==> config.mk <==
export PLATFORM = sky130hd
export DESIGN_NAME = processor_datapath
export DESIGN_NICKNAME = d
export VERILOG_FILES = /design/src/rtl/processor_pkg.sv /design/src/rtl/processor_alu.sv /design/src/rtl/processor_datapath.sv
export SDC_FILE = /design/constraint.sdc
export NUM_CORES = 1
export LEC_CHECK = 0
export ABC_AREA = 1
export BUFFER_PORTS_ARGS = -buffer_cell sky130_fd_sc_hd__buf_2
export CORE_ASPECT_RATIO = 0.75
export CORE_MARGIN = 4
export CORE_UTILIZATION = 32
export DETAILED_ROUTE_END_ITERATION = 8
export SETUP_SLACK_MARGIN = 0.4
export SLEW_MARGIN = 20
export SYNTH_ARGS = -nofsm -noshare
export SYNTH_HDL_FRONTEND = slang
export SYNTH_HIERARCHICAL = 1
export SYNTH_SLANG_ARGS = --single-unit
==> constraint.sdc <==
create_clock -name clk -period 3.22 [get_ports clk]
set_input_delay 0.322 -clock clk [delete_from_list [all_inputs] [get_ports clk]]
set_output_delay 0.322 -clock clk [all_outputs]
set_load 0.01 [all_outputs]
==> src/rtl/processor_pkg.sv <==
// processor_pkg: shared word width, register-file size and ALU opcode
// encodings for the Blueberry-Pi datapath and its controller.
package processor_pkg;

  localparam int WORD_W   = 10;
  localparam int NUM_REGS = 4;
  localparam int REG_AW   = 2;
  localparam int TS_W     = 2;

  typedef logic [WORD_W-1:0] word_t;

  typedef enum logic [3:0] {
    ALU_ADD  = 4'd0,
    ALU_SUB  = 4'd1,
    ALU_INV  = 4'd2,
    ALU_FLP  = 4'd3,
    ALU_AND  = 4'd4,
    ALU_OR   = 4'd5,
    ALU_XOR  = 4'd6,
    ALU_LSL  = 4'd7,
    ALU_LSR  = 4'd8,
    ALU_ASR  = 4'd9,
    ALU_ADDI = 4'd10,
    ALU_SUBI = 4'd11,
    ALU_PASS = 4'd12,
    ALU_ZERO = 4'd15
  } alu_op_t;

  // True when at least two of the three bus drivers are requested at once.
  function automatic logic multi_driver(input logic a, input logic b, input logic c);
    return (a & b) | (a & c) | (b & c);
  endfunction

endpackage

==> src/rtl/processor_alu.sv <==
// processor_alu: purely combinational ALU. B is the current bus value, IMM
// the controller immediate. Shift amounts use all of B, so anything past
// the word width saturates instead of wrapping.
module processor_alu
  import processor_pkg::*;
(
  input  word_t   A,
  input  word_t   B,
  input  word_t   IMM,
  input  alu_op_t op,
  output word_t   result
);

  logic       shift_over;
  logic [3:0] shamt;

  assign shift_over = (B > word_t'(WORD_W - 1));
  assign shamt      = B[3:0];

  // Select the operation result; unused encodings produce zero.
  always_comb begin
    result = '0;
    case (op)
      ALU_ADD:  result = A + B;
      ALU_SUB:  result = A - B;
      ALU_INV:  result = '0 - B;
      ALU_FLP:  result = ~B;
      ALU_AND:  result = A & B;
      ALU_OR:   result = A | B;
      ALU_XOR:  result = A ^ B;
      ALU_LSL:  result = shift_over ? '0 : (A << shamt);
      ALU_LSR:  result = shift_over ? '0 : (A >> shamt);
      ALU_ASR:  result = shift_over ? {WORD_W{A[WORD_W-1]}} : word_t'($signed(A) >>> shamt);
      ALU_ADDI: result = A + IMM;
      ALU_SUBI: result = A - IMM;
      ALU_PASS: result = B;
      ALU_ZERO: result = '0;
      default:  result = '0;
    endcase
  end

endmodule

==> src/rtl/processor_datapath.sv <==
// processor_datapath: executes one control word per cycle for the
// Blueberry-Pi core. Owns the shared bus mux, the four-entry register file,
// the A/G/IR latches, the timestep counter and the sticky bus-conflict flag.
module processor_datapath
  import processor_pkg::*;
#(
  parameter int WIDTH = WORD_W
) (
  input  logic              clk,
  input  logic              reset_n,
  input  logic [WIDTH-1:0]  Data,
  input  logic [WIDTH-1:0]  IMM,
  input  logic [REG_AW-1:0] Rin,
  input  logic [REG_AW-1:0] Rout,
  input  logic              ENW,
  input  logic              ENR,
  input  logic              Ain,
  input  logic              Gin,
  input  logic              Gout,
  input  logic [3:0]        ALUcont,
  input  logic              Ext,
  input  logic              IRin,
  input  logic              Clr,
  input  logic [REG_AW-1:0] dbg_sel,
  output logic [WIDTH-1:0]  IR,
  output logic [TS_W-1:0]   timestep,
  output logic [WIDTH-1:0]  bus,
  output logic [WIDTH-1:0]  dbg_reg,
  output logic              bus_conflict
);

  logic [WIDTH-1:0] regs [NUM_REGS];
  logic [WIDTH-1:0] a_reg;
  logic [WIDTH-1:0] g_reg;
  logic [WIDTH-1:0] ir_reg;
  logic [TS_W-1:0]  ts_reg;
  logic             conflict_q;
  logic [WIDTH-1:0] bus_val;
  logic [WIDTH-1:0] alu_result;
  logic             multi_drive;
  alu_op_t          alu_op;

  assign alu_op      = alu_op_t'(ALUcont);
  assign multi_drive = multi_driver(Ext, Gout, ENR);

  // Shared bus: external switches win over G, which wins over the register file.
  always_comb begin
    bus_val = '0;
    if (Ext) begin
      bus_val = Data;
    end else if (Gout) begin
      bus_val = g_reg;
    end else if (ENR) begin
      bus_val = regs[Rout];
    end
  end

  processor_alu u_alu (
    .A      (a_reg),
    .B      (bus_val),
    .IMM    (IMM),
    .op     (alu_op),
    .result (alu_result)
  );

  // Register file write port; a same-cycle read sees the pre-edge value.
  always_ff @(posedge clk) begin
    if (!reset_n) begin
      for (int i = 0; i < NUM_REGS; i++) begin
        regs[i] <= '0;
      end
    end else if (ENW) begin
      regs[Rin] <= bus_val;
    end
  end

  // A operand latch; the ALU keeps seeing the old A during a load.
  always_ff @(posedge clk) begin
    if (!reset_n) begin
      a_reg <= '0;
    end else if (Ain) begin
      a_reg <= bus_val;
    end
  end

  // G result latch; may capture while its old value is on the bus.
  always_ff @(posedge clk) begin
    if (!reset_n) begin
      g_reg <= '0;
    end else if (Gin) begin
      g_reg <= alu_result;
    end
  end

  // Instruction register loads straight from the switches, bypassing the bus.
  always_ff @(posedge clk) begin
    if (!reset_n) begin
      ir_reg <= '0;
    end else if (IRin) begin
      ir_reg <= Data;
    end
  end

  // Free-running timestep counter; Clr restarts the instruction at step 0.
  always_ff @(posedge clk) begin
    if (!reset_n) begin
      ts_reg <= '0;
    end else if (Clr) begin
      ts_reg <= '0;
    end else begin
      ts_reg <= ts_reg + 1'b1;
    end
  end

  // Sticky record of any cycle with contending bus drivers.
  always_ff @(posedge clk) begin
    if (!reset_n) begin
      conflict_q <= 1'b0;
    end else if (multi_drive) begin
      conflict_q <= 1'b1;
    end
  end

  assign bus          = bus_val;
  assign dbg_reg      = regs[dbg_sel];
  assign IR           = ir_reg;
  assign timestep     = ts_reg;
  assign bus_conflict = conflict_q;

endmodule

---- Word-level counts from Yosys, hierarchy flattened ----
Memories as Yosys holds them, arrays and structs flattened.
Index checks and enable logic that the tools add are counted.
storage, ports and cells
  memories kept ........................... 1
  logic and storage cells ................. 55
  bits in latches ......................... 0
  bits in writable memories ............... 40
  register bits ........................... 33
  memory bits (read-only) ................. 0
  output and inout port bits .............. 33
  bits of input ports ..................... 40
memory list
  name  depth  bits a word  read ports  clocked after memory_dff  wr ports  line                      source
  regs  4      10           2           0                         4         processor_datapath.sv:32  logic [WIDTH-1:0] regs [NUM_REGS];
cells by class
  mux-type cells .......................... 14
  order comparisons ....................... 1
  shift operators ......................... 3
  $add $sub $neg .......................... 6
  reduce and logical (&&, ||, !) cells .... 3
  equality and inequality tests ........... 12
  divide/modulo/power cells ............... 0
  bitwise operators ....................... 10
  $mul .................................... 0
operators with widths
  cell                                                             count
  case mux 10 bit (13 select lines)                                1
  2-to-1 mux 10 bit                                                7
  adder 10 bit                                                     2
  == test 4 bit (second input constant)                            5
  subtractor 10 bit                                                2
  == test 4 x 3 -> 1 bit (second input constant)                   4
  bitwise AND 10 bit                                               1
  greater-than comparator 10 x 4 -> 1 bit (second input constant)  1
  NOT 10 bit                                                       1
  OR 10 bit                                                        1
  OR reduction 10 bit                                              1
  << shifter 10 x 4 -> 10 bit                                      1
  >> shifter 10 x 4 -> 10 bit                                      1
  >>> shifter 10 x 4 -> 10 bit                                     1
  subtractor 1 x 10 -> 10 bit (first input constant)               1
  bitwise XOR 10 bit                                               1
  == test 4 x 2 -> 1 bit (second input constant)                   2
  2-to-1 mux 1 bit                                                 5
  == test 4 x 1 -> 1 bit (second input constant)                   1
  logical NOT 4 bit                                                1
  bitwise AND 1 bit                                                3
  adder 2 x 1 -> 2 bit (second input constant)                     1
  2-to-1 mux 2 bit                                                 1
  OR 1 bit                                                         2
  other kinds (2)                                                  2

---- Logic depth before layout (Yosys ltp) ----
Gate-level depths: netlist of run 1.
An unclocked memory read counts as a cell.
  word-level depth ........................ 7
  mapped depth ............................ 31
  mapped depth without buffers ............ 28

---- Cells and area by module ----
Netlist of run 1, hierarchy kept.
modules (own cells, without submodules)
  module              cells each  area each (um^2)  seq. area each (um^2)  times used
  processor_datapath  467         3590.9            1861.8                 1
  processor_alu       526         2810.2            0.0                    1

---- Worst setup path after synthesis of run 1 ----
OpenSTA, ideal clock, no wires.
  kind .................................... input to register
  start point ............................. input port Rout[0]
  end point ............................... register g_reg[5]
  required time ........................... 3.104 ns
  path buffers ............................ 3
  arrival ................................. 3.419 ns
  stages on the path ...................... 27
  setup slack ............................. -0.315 ns
  setup time .............................. 0.116 ns
  cell sequence ........................... buf_2 > nand2_1 > nand3_1 > nand2_1 > nand2_1 > nand2_1 > nand2_2 > inv_1 > buf_2 > inv_2 > buf_2 > ha_1 > nand2_1 > xor2_1 > inv_1 > nor2_1 > a311oi_1 > ha_1 > a21oi_1 > nand2_1 > a21oi_1 > xor2_1 > nor2_1 > nor2_1 > nand3_1 > nor2_1 > nor2_1
between the ends
  longest elaborated chain between the ends .. 7
  elaborated cells between the ends (all ways) .. 19
  those cells by class .................... 3 x add/sub; 1 x order compare; 3 x shift; 7 x mux; 4 x bitwise; 1 x memory
RTL lines
  item                                                             line                                                           source
  from (decl)                                                      processor_datapath.sv:14                                       input logic [REG_AW-1:0] Rout,
  memory read (4 x 10 bit) *                                       --
  2-to-1 mux 10 bit *                                              processor_datapath.sv:53                                       end else if (ENR) begin
  2-to-1 mux 10 bit *                                              processor_datapath.sv:51                                       end else if (Gout) begin
  2-to-1 mux 10 bit *                                              processor_datapath.sv:49                                       if (Ext) begin
  via bus[1]                                                       processor_datapath.sv:27                                       output logic [WIDTH-1:0] bus,
  greater-than comparator 10 x 4 -> 1 bit (tied with other cells)  processor_alu.sv:17                                            assign shift_over = (B > word_t'(WORD_W - 1));
  2-to-1 mux 10 bit (on tied branches)                             processor_alu.sv:33, processor_alu.sv:31, processor_alu.sv:32
  case mux 10 bit (13 select lines) *                              processor_alu.sv:23                                            case (op)
  via alu_result[5]                                                processor_datapath.sv:39                                       logic [WIDTH-1:0] alu_result;
  to (signal assigned)                                             processor_datapath.sv:91                                       g_reg <= alu_result;
  to (decl)                                                        processor_datapath.sv:34                                       logic [WIDTH-1:0] g_reg;
The timed path passes the listed nets; every way through them passes the cells marked *.
A chain may end at the register's enable or synchronous reset.

==> Flow_metrics.wiki, run 1 <==
{| class="wikitable"
! Metric !! Value
|-
| Post-route ant nets || 0
|-
| Worst reg2reg setup slack || 0.02 ns
|-
| Family with the most delay on the worst path || simple AND/OR/NAND/NOR gates
|-
| Via-per-instance ratio || 5.20
|-
| Pwr dens || 416 nW/um^2
|-
| Final RePlAce weighted congestion || around 0.97
|-
| Syn Nets || 1068
|-
| Status || finished, final reports clean
|-
| Die area || 22400 sq um
|-
| Post-synthesis simple-gate area fraction || 31.9%
|-
| Global router's overall resource usage || 22.1%
|-
| Count of H-tree levels built during CTS || 3
|-
| Clk pin slew, worst setup/hold paths || roughly 0.060 ns
|-
| CTS tree || done
|-
| Final routed wirelength across all metal layers || between 20000 and 25000 um
|-
| Hold crit path type || input port to flop
|-
| Initial Util || 32.8%
|-
| Worst-path cell with the longest stage delay || sky130_fd_sc_hd__edfxtp_1
|-
| Final-layout fill cell count || 2056
|-
| Leakage || between 4 and 5 nW
|-
| Total inserted antenna cells || 0
|-
| Clock latency on the worst-skew pair || between 0.3 and 0.4 ns
|-
| Flip-flop count of the largest register, all copies and words added || 40
|-
| Largest area contributor in the synthesized netlist || sky130_fd_sc_hd__edfxtp_1
|-
| Root Buffer Master || sky130_fd_sc_hd__clkbuf_16
|-
| Wire length per cell after detailed routing || about 18 um
|-
| Worst hold path startpoint || Clr
|-
| Hold buffers post-CTS || 0
|-
| Number of I/O pins || 73
|-
| Worst setup slack after layout || 0.0205 ns
|-
| Pin count of the biggest net entering global routing || 36
|-
| Vertical extent of the die || 130 um
|-
| Total count of max-transition violations in the final report || 0
|-
| Number of rows in the core area || 44
|-
| Final hold vios || 0
|-
| Final Net Count || approximately 1200
|-
| Global route overflow || 0
|-
| Share of the synthesized netlist area taken by xor and xnor gates || 1.37%
|-
| Max incr delay on CP || about 0.4 ns
|-
| Post-Route Hold Slack || roughly 0.17 ns
|-
| Top cells by instance count after synthesis || sky130_fd_sc_hd__nand2_1, sky130_fd_sc_hd__nor2_1, sky130_fd_sc_hd__inv_1
|-
| Area contributors post-synth || sky130_fd_sc_hd__edfxtp_1, sky130_fd_sc_hd__nand2_1, sky130_fd_sc_hd__dfxtp_1
|-
| Worst Setup Slack post-DPL || -0.433 ns
|-
| Worst-case hold path end point || timestep[0]
|-
| Fraction of layout cells with a size suffix above 1 || 27.5%
|-
| Relative slew slack || 43.0%
|-
| Share of cell area taken by muxes after synthesis || 0%
|-
| Critical path peak fanout || 5
|-
| Cell depth of the worst hold path || 2
|-
| 1st-iter DRT viols || approximately 600
|-
| Crit path buf inv count || 4
|-
| Arr. time, crit path || 3.42 ns
|-
| Kind of start point of the critical path || flop
|-
| Floorplan Core Area || 19500 sq um
|-
| Total number of clock tree sinks || between 70 and 80
|-
| Setup Total Neg Slack || 0 ns
|-
| Final HPWL from detailed placement || 19700 um
|-
| CP Class || flop to flop
|-
| Number of warning messages in the yosys log || 6
|-
| Post-synthesis instance area || 6400 sq um
|-
| Fin crit period || 3.20 ns
|-
| Proportion of synthesized chip area in sequential cells || 29.1%
|-
| Number of buffers inserted by port buffering || 72
|-
| Number of instances in the synthesized netlist || 993
|-
| Most used standard cell by instance count after synthesis || sky130_fd_sc_hd__nand2_1
|-
| Max Root-Sink Buffers || 2
|-
| Compound-Gate Fraction of Synth Area || 20.0%
|-
| Yosys cell types || 46
|-
| Antenna violations before repair || 0
|-
| Number of iterations in the first detailed-routing pass || 5
|-
| Post-Layout Inst Area || 8470 sq um
|-
| Synth async-reset ratio || 0%
|-
| Peak clock frequency supported by timing || 313 MHz
|-
| Synth Flop Type || sky130_fd_sc_hd__edfxtp_1
|-
| Synth-to-layout area growth || 32.3%
|-
| Slew at the pin closest to its max-slew limit || 0.855 ns
|-
| Capturing element type of the critical path || flop
|-
| Synth Area in Adders || 6.96%
|-
| Skew final || approximately 0.0053 ns
|-
| Max-cap violation count || 0
|-
| Wire length of the first global-routing pass || 38200 um
|-
| Final critical-path share of the clock period || slightly below 100%
|-
| Dominant combinational cell family by area after synthesis || simple AND/OR/NAND/NOR gates
|-
| DRC violations left || 0
|-
| Vias in the first global route || 6669
|-
| Yosys top cell area share || around a fifth
|-
| Post-synth EDFFs || 40
|-
| Worst vdd ir || 0.000274 V
|-
| RSZ-0062 raised after global routing || yes
|-
| Final number of setup-violating endpoints || 0
|-
| Endpoint required time on the critical path || between 3 and 4 ns
|-
| #FFs+latches synth || 73
|-
| Placed cell count || 1376
|-
| Worst r2r src || regs[2][1]
|-
| Syn avg cell area || between 6 and 7 sq um
|-
| Total cell area at the placement stage || 7700 sq um
|-
| Num CTS Buffers || 9
|-
| FF-to-FF path depth || 25
|-
| Final cell count without fillers || 1414
|-
| Vias post-DR || 7355
|-
| Worst reg2reg endpoint || g_reg[5]
|-
| Horizontal die dimension || 171 um
|-
| Top register by number of flip-flops || regs
|}
==> per-stage QoR <==
stage / total power [mW] / util [%]
3_5_place_dp: 2.20 / 39.5
5_1_grt: 3.71 / 43.5
3_3_place_gp: 2.20 / 39.5
6_report: 3.53 / 43.5
2_1_floorplan: 1.73 / -
4_1_cts: 3.44 / 42.5
==> cell type report <==
type	instances	area [sq um]	area share, %
clock buffer	14	328	3.87
clock inverter	2	35.0	0.414
inverter	137	541	6.38
multi-input combinational	746	4100	48.4
sequential	73	1860	22.0
tap	253	317	3.74
timing repair buffer	189	1280	15.2
==> power breakdown <==
part / internal [mW] / leakage [nW] / switching, mW
Sequential: 1.04 / 0.698 / 0.0506
Combinational: 0.516 / 3.14 / 0.754
Clock: 0.782 / 0.180 / 0.382
==> metal layers <==
layer / vias to the layer above / track usage [%] / wire, um / share of wire [%]
met3: 26 / 6.23 / 2560 / 10
met1: 3434 / 35.1 / 12400 / 50
li1: 3580 / - / - / -
met4: 0 / 3.68 / 316 / 1.3
met2: 315 / 29.7 / 9710 / 39
met5: - / 0 / 0 / 0
==> logic make-up (layout without fill, tap and decap cells) <==
logic type | count (synthesis) | in the layout
and+or+nand+nor | 478 | 478
adders and majority gates | 35 | 35
xor gates and xnor gates | 10 | 10
buffers and inverters | 174 | 342
AOI/OAI and AO/OA | 223 | 223
DFF | 73 | 73
==> what timing repair did <==
item,CTS,global route
pin swaps,28,25
setup buffers,14,8
endpoints found under the setup margin,9,10
gates resized for setup,32,26
==> how the worst max path moves through the flow <==
stage | to | slack (ns) | depth (start not counted) | from
finish | g_reg[5] | 0.02 | 25 | regs[2][1]
global route | g_reg[5] | -0.21 | 27 | regs[2][1]
CTS | g_reg[5] | 0.04 | 27 | regs[2][1]
detailed placement | g_reg[4] | -0.43 | 24 | Rout[0]
global placement | g_reg[4] | -0.48 | 24 | Rout[0]
floorplan | g_reg[5] | 0.08 | 30 | Rout[0]
==> placed cells by master, fill, tap and decap left out, types with 3 or more instances in the layout <==
master,n
sky130_fd_sc_hd__nand2_1,232
sky130_fd_sc_hd__nor2_1,113
sky130_fd_sc_hd__buf_4,112
sky130_fd_sc_hd__inv_1,109
sky130_fd_sc_hd__a21oi_1,71
sky130_fd_sc_hd__buf_2,71
sky130_fd_sc_hd__o21ai_0,69
sky130_fd_sc_hd__nand3_1,63
sky130_fd_sc_hd__edfxtp_1,40
sky130_fd_sc_hd__dfxtp_1,33
sky130_fd_sc_hd__ha_1,29
sky130_fd_sc_hd__o21ai_1,24
sky130_fd_sc_hd__inv_2,23
sky130_fd_sc_hd__nand2_2,22
sky130_fd_sc_hd__a21oi_2,15
sky130_fd_sc_hd__clkbuf_16,12
sky130_fd_sc_hd__nor2_2,12
sky130_fd_sc_hd__o211ai_1,10
sky130_fd_sc_hd__nor2_4,8
sky130_fd_sc_hd__nand4_1,7
sky130_fd_sc_hd__nor3_1,7
sky130_fd_sc_hd__xor2_1,5
sky130_fd_sc_hd__nand3_2,4
sky130_fd_sc_hd__o2111ai_1,4
sky130_fd_sc_hd__o21bai_1,4
sky130_fd_sc_hd__o21a_1,4
sky130_fd_sc_hd__o22ai_1,4
sky130_fd_sc_hd__buf_6,3
sky130_fd_sc_hd__xor2_2,3
sky130_fd_sc_hd__ha_2,3
Note: power is estimated with default switching activity, not from simulation.
==> run 2, diff against run 1 <==
--- a/config.mk
+++ b/config.mk
@@ -6,7 +6,7 @@
 export NUM_CORES = 1
 export LEC_CHECK = 0
 export ABC_AREA = 1
-export BUFFER_PORTS_ARGS = -buffer_cell sky130_fd_sc_hd__buf_2
+export BUFFER_PORTS_ARGS = -buffer_cell sky130_fd_sc_hd__buf_4
 export CORE_ASPECT_RATIO = 0.75
 export CORE_MARGIN = 4
 export CORE_UTILIZATION = 32
==> Flow_metrics.wiki, run 2 (synthesis gave the netlist of run 1 again) <==
{| class="wikitable"
! Metric !! Value
|-
| Total count of max-transition violations in the final report || 0
|-
| Pwr dens || 390 nW/um^2
|-
| Final number of setup-violating endpoints || 2
|-
| Vias post-DR || 7249
|-
| Sequential share of power || about a third
|-
| Clock latency on the worst-skew pair || 0.34 ns
|-
| Number of I/O pins || 73
|-
| Post-Layout Inst Area || 8320 sq um
|-
| Floorplan Core Area || 19500 sq um
|-
| Root Buffer Master || sky130_fd_sc_hd__clkbuf_16
|-
| Top register by number of flip-flops || regs
|-
| Worst reg2reg endpoint || g_reg[4]
|-
| Worst reg2reg setup slack || -0.04 ns
|-
| Commonest cells after routing, fill and taps aside || sky130_fd_sc_hd__nand2_1, sky130_fd_sc_hd__buf_4, sky130_fd_sc_hd__nor2_1
|-
| Fraction of layout cells with a size suffix above 1 || 26.3%
|-
| Relative slew slack || 42.3%
|-
| Worst-case hold path end point || timestep[0]
|-
| Pin count of the biggest net entering global routing || 37
|-
| Worst setup slack after layout || -0.0440 ns
|-
| Global route overflow || 0
|-
| CTS tree || done
|-
| Capturing element type of the critical path || flop
|-
| Final HPWL from detailed placement || 19600 um
|-
| Post-Route Hold Slack || approximately 0.16 ns
|-
| Clk pin slew, worst setup/hold paths || around 0.060 ns
|-
| Total number of clock tree sinks || 73
|-
| Number of iterations in the first detailed-routing pass || 5
|-
| FF-to-FF path depth || 23
|-
| Net Switching || 1.17 mW
|-
| Final hold vios || 0
|-
| Kind of start point of the critical path || flop
|-
| Arr. time, crit path || roughly 3.5 ns
|-
| DRC violations left || 0
|-
| Num CTS Buffers || 9
|-
| Initial Util || 32.8%
|-
| Clock share of power || 28.6%
|-
| Critical path peak fanout || 4
|-
| Flip-flop count of the largest register, all copies and words added || 40
|-
| Die area || 22400 sq um
|-
| Wire length of the first global-routing pass || 37500 um
|-
| Worst vdd ir || 0.000266 V
|-
| Number of buffers inserted by port buffering || 72
|-
| Final Net Count || 1202
|-
| Antenna violations before repair || 0
|-
| Leakage || 3.88 nW
|-
| 1st-iter DRT viols || 708
|-
| Vias in the first global route || 6664
|-
| Peak clock frequency supported by timing || just over 300 MHz
|-
| Worst setup startpoint || regs[3][3]
|-
| Final cell count without fillers || 1385
|-
| Max Root-Sink Buffers || 2
|-
| Endpoint required time on the critical path || 3.45 ns
|-
| Worst hold path startpoint || Clr
|-
| Vertical extent of the die || approximately 130 um
|-
| Cell-internal power || 2.08 mW
|-
| Fraction of power spent switching nets || between 30% and 40%
|-
| Post-route ant nets || 0
|-
| Status || finished, violations left
|-
| Horizontal die dimension || around 170 um
|-
| Worst r2r src || regs[3][3]
|-
| Final critical-path share of the clock period || 101%
|-
| Hold crit path type || input port to flop
|-
| Synth-to-layout area growth || 29.9%
|-
| Combinational fraction of design power || 37.7%
|-
| Slew at the pin closest to its max-slew limit || just under 0.9 ns
|-
| Most frequent standard cell in the layout excluding fill and tap cells || sky130_fd_sc_hd__nand2_1
|-
| Placed cell count || 1350
|-
| Global router's overall resource usage || 21.6%
|-
| Via-per-instance ratio || 5.23
|-
| Skew final || 0.00571 ns
|-
| Final routed wirelength across all metal layers || around 25000 um
|-
| Violations in the final reports || setup timing
|-
| Fin crit period || approximately 3.3 ns
|-
| Max-cap violation count || 0
|-
| RSZ-0062 raised after global routing || yes
|-
| CP Class || flop to flop
|-
| Count of H-tree levels built during CTS || 3
|-
| Total cell area at the placement stage || approximately 7700 sq um
|-
| Cell depth of the worst hold path || 2
|-
| Final RePlAce weighted congestion || 1.00
|-
| Wire length per cell after detailed routing || 17.8 um
|-
| Total inserted antenna cells || 0
|-
| Number of rows in the core area || 44
|}
-- run 2: cell types whose count changed in the layout (fill, tap and decap cells not counted), sizes merged --
cell / change
bufinv: -1
inv: -2
clkbuf: -3
clkinv: +4
clkinvlp: +2
buf: -29
-- run 2: repair_timing --
item,4_1_cts,5_1_grt
hold buffers,0,0
buffers inserted,7,12
setup endpoints to repair,8,9
pin swaps,27,39
resized for setup,23,44
-- run 2: how the worst max path moves through the flow --
stage          endpoint  slack (ns)
2_1_floorplan  g_reg[5]        0.08
3_3_place_gp   g_reg[4]       -0.20
3_5_place_dp   g_reg[8]       -0.16
4_1_cts        g_reg[5]        0.13
5_1_grt        g_reg[5]       -0.23
6_report       g_reg[4]       -0.04
-- run 2: final cells by class --
cell class	instances	area [sq um]
fill	2052	11200
multi-input combinational	746	4080
sequential	73	1860
timing repair buffer	160	1230
inverter	137	553
tap	253	317
clock buffer	11	243
clock inverter	5	30.0
-- run 2: per-layer routing --
layer / GRT usage [%] / wire length, um / vias up
met5: 0 / 0 / -
met4: 4.38 / 250 / 0
met3: 4.57 / 2350 / 24
met2: 29.6 / 9700 / 341
met1: 34.4 / 12400 / 3351
li1: - / - / 3533
-- run 2: per-stage QoR --
step	utilization, %	power [mW]	TNS, ns	worst slack (ns)
2_1_floorplan	-	1.73	0	0.0778
3_3_place_gp	39.3	2.19	-0.554	-0.204
3_5_place_dp	39.3	2.19	-0.673	-0.163
4_1_cts	41.4	3.15	0	0.130
5_1_grt	42.7	3.41	-0.828	-0.231
6_report	42.7	3.25	-0.0803	-0.0440
-- run 2: critical path, stage by stage (launching register included) --
cell and delay [ns]:
sky130_fd_sc_hd__edfxtp_1 0.40, sky130_fd_sc_hd__inv_1 0.07, sky130_fd_sc_hd__nand2_1 0.04, sky130_fd_sc_hd__nand3_1 0.09, sky130_fd_sc_hd__nand2_1 0.07, sky130_fd_sc_hd__nand2_1 0.06
sky130_fd_sc_hd__nand2_1 0.05, sky130_fd_sc_hd__nand2_2 0.08, sky130_fd_sc_hd__clkinvlp_4 0.18, sky130_fd_sc_hd__nor2_4 0.17, sky130_fd_sc_hd__nand2_2 0.07, sky130_fd_sc_hd__xor2_1 0.15
sky130_fd_sc_hd__inv_1 0.10, sky130_fd_sc_hd__nor2_1 0.06, sky130_fd_sc_hd__a311oi_1 0.26, sky130_fd_sc_hd__ha_1 0.33, sky130_fd_sc_hd__buf_4 0.16, sky130_fd_sc_hd__nor2_1 0.08
sky130_fd_sc_hd__nor2_1 0.08, sky130_fd_sc_hd__nor4_2 0.20, sky130_fd_sc_hd__buf_4 0.17, sky130_fd_sc_hd__nand3_1 0.09, sky130_fd_sc_hd__nor2_1 0.15, sky130_fd_sc_hd__nor2_1 0.06
-- run 2: power by group through the flow --
stage / combinational (mW) / clock [mW] / sequential (mW)
floorplan: 0.634 / 0 / 1.09
CTS: 1.12 / 0.938 / 1.09
detailed placement: 1.08 / 0 / 1.11
global route: 1.33 / 0.973 / 1.10
global placement: 1.08 / 0 / 1.11
finish: 1.23 / 0.929 / 1.09
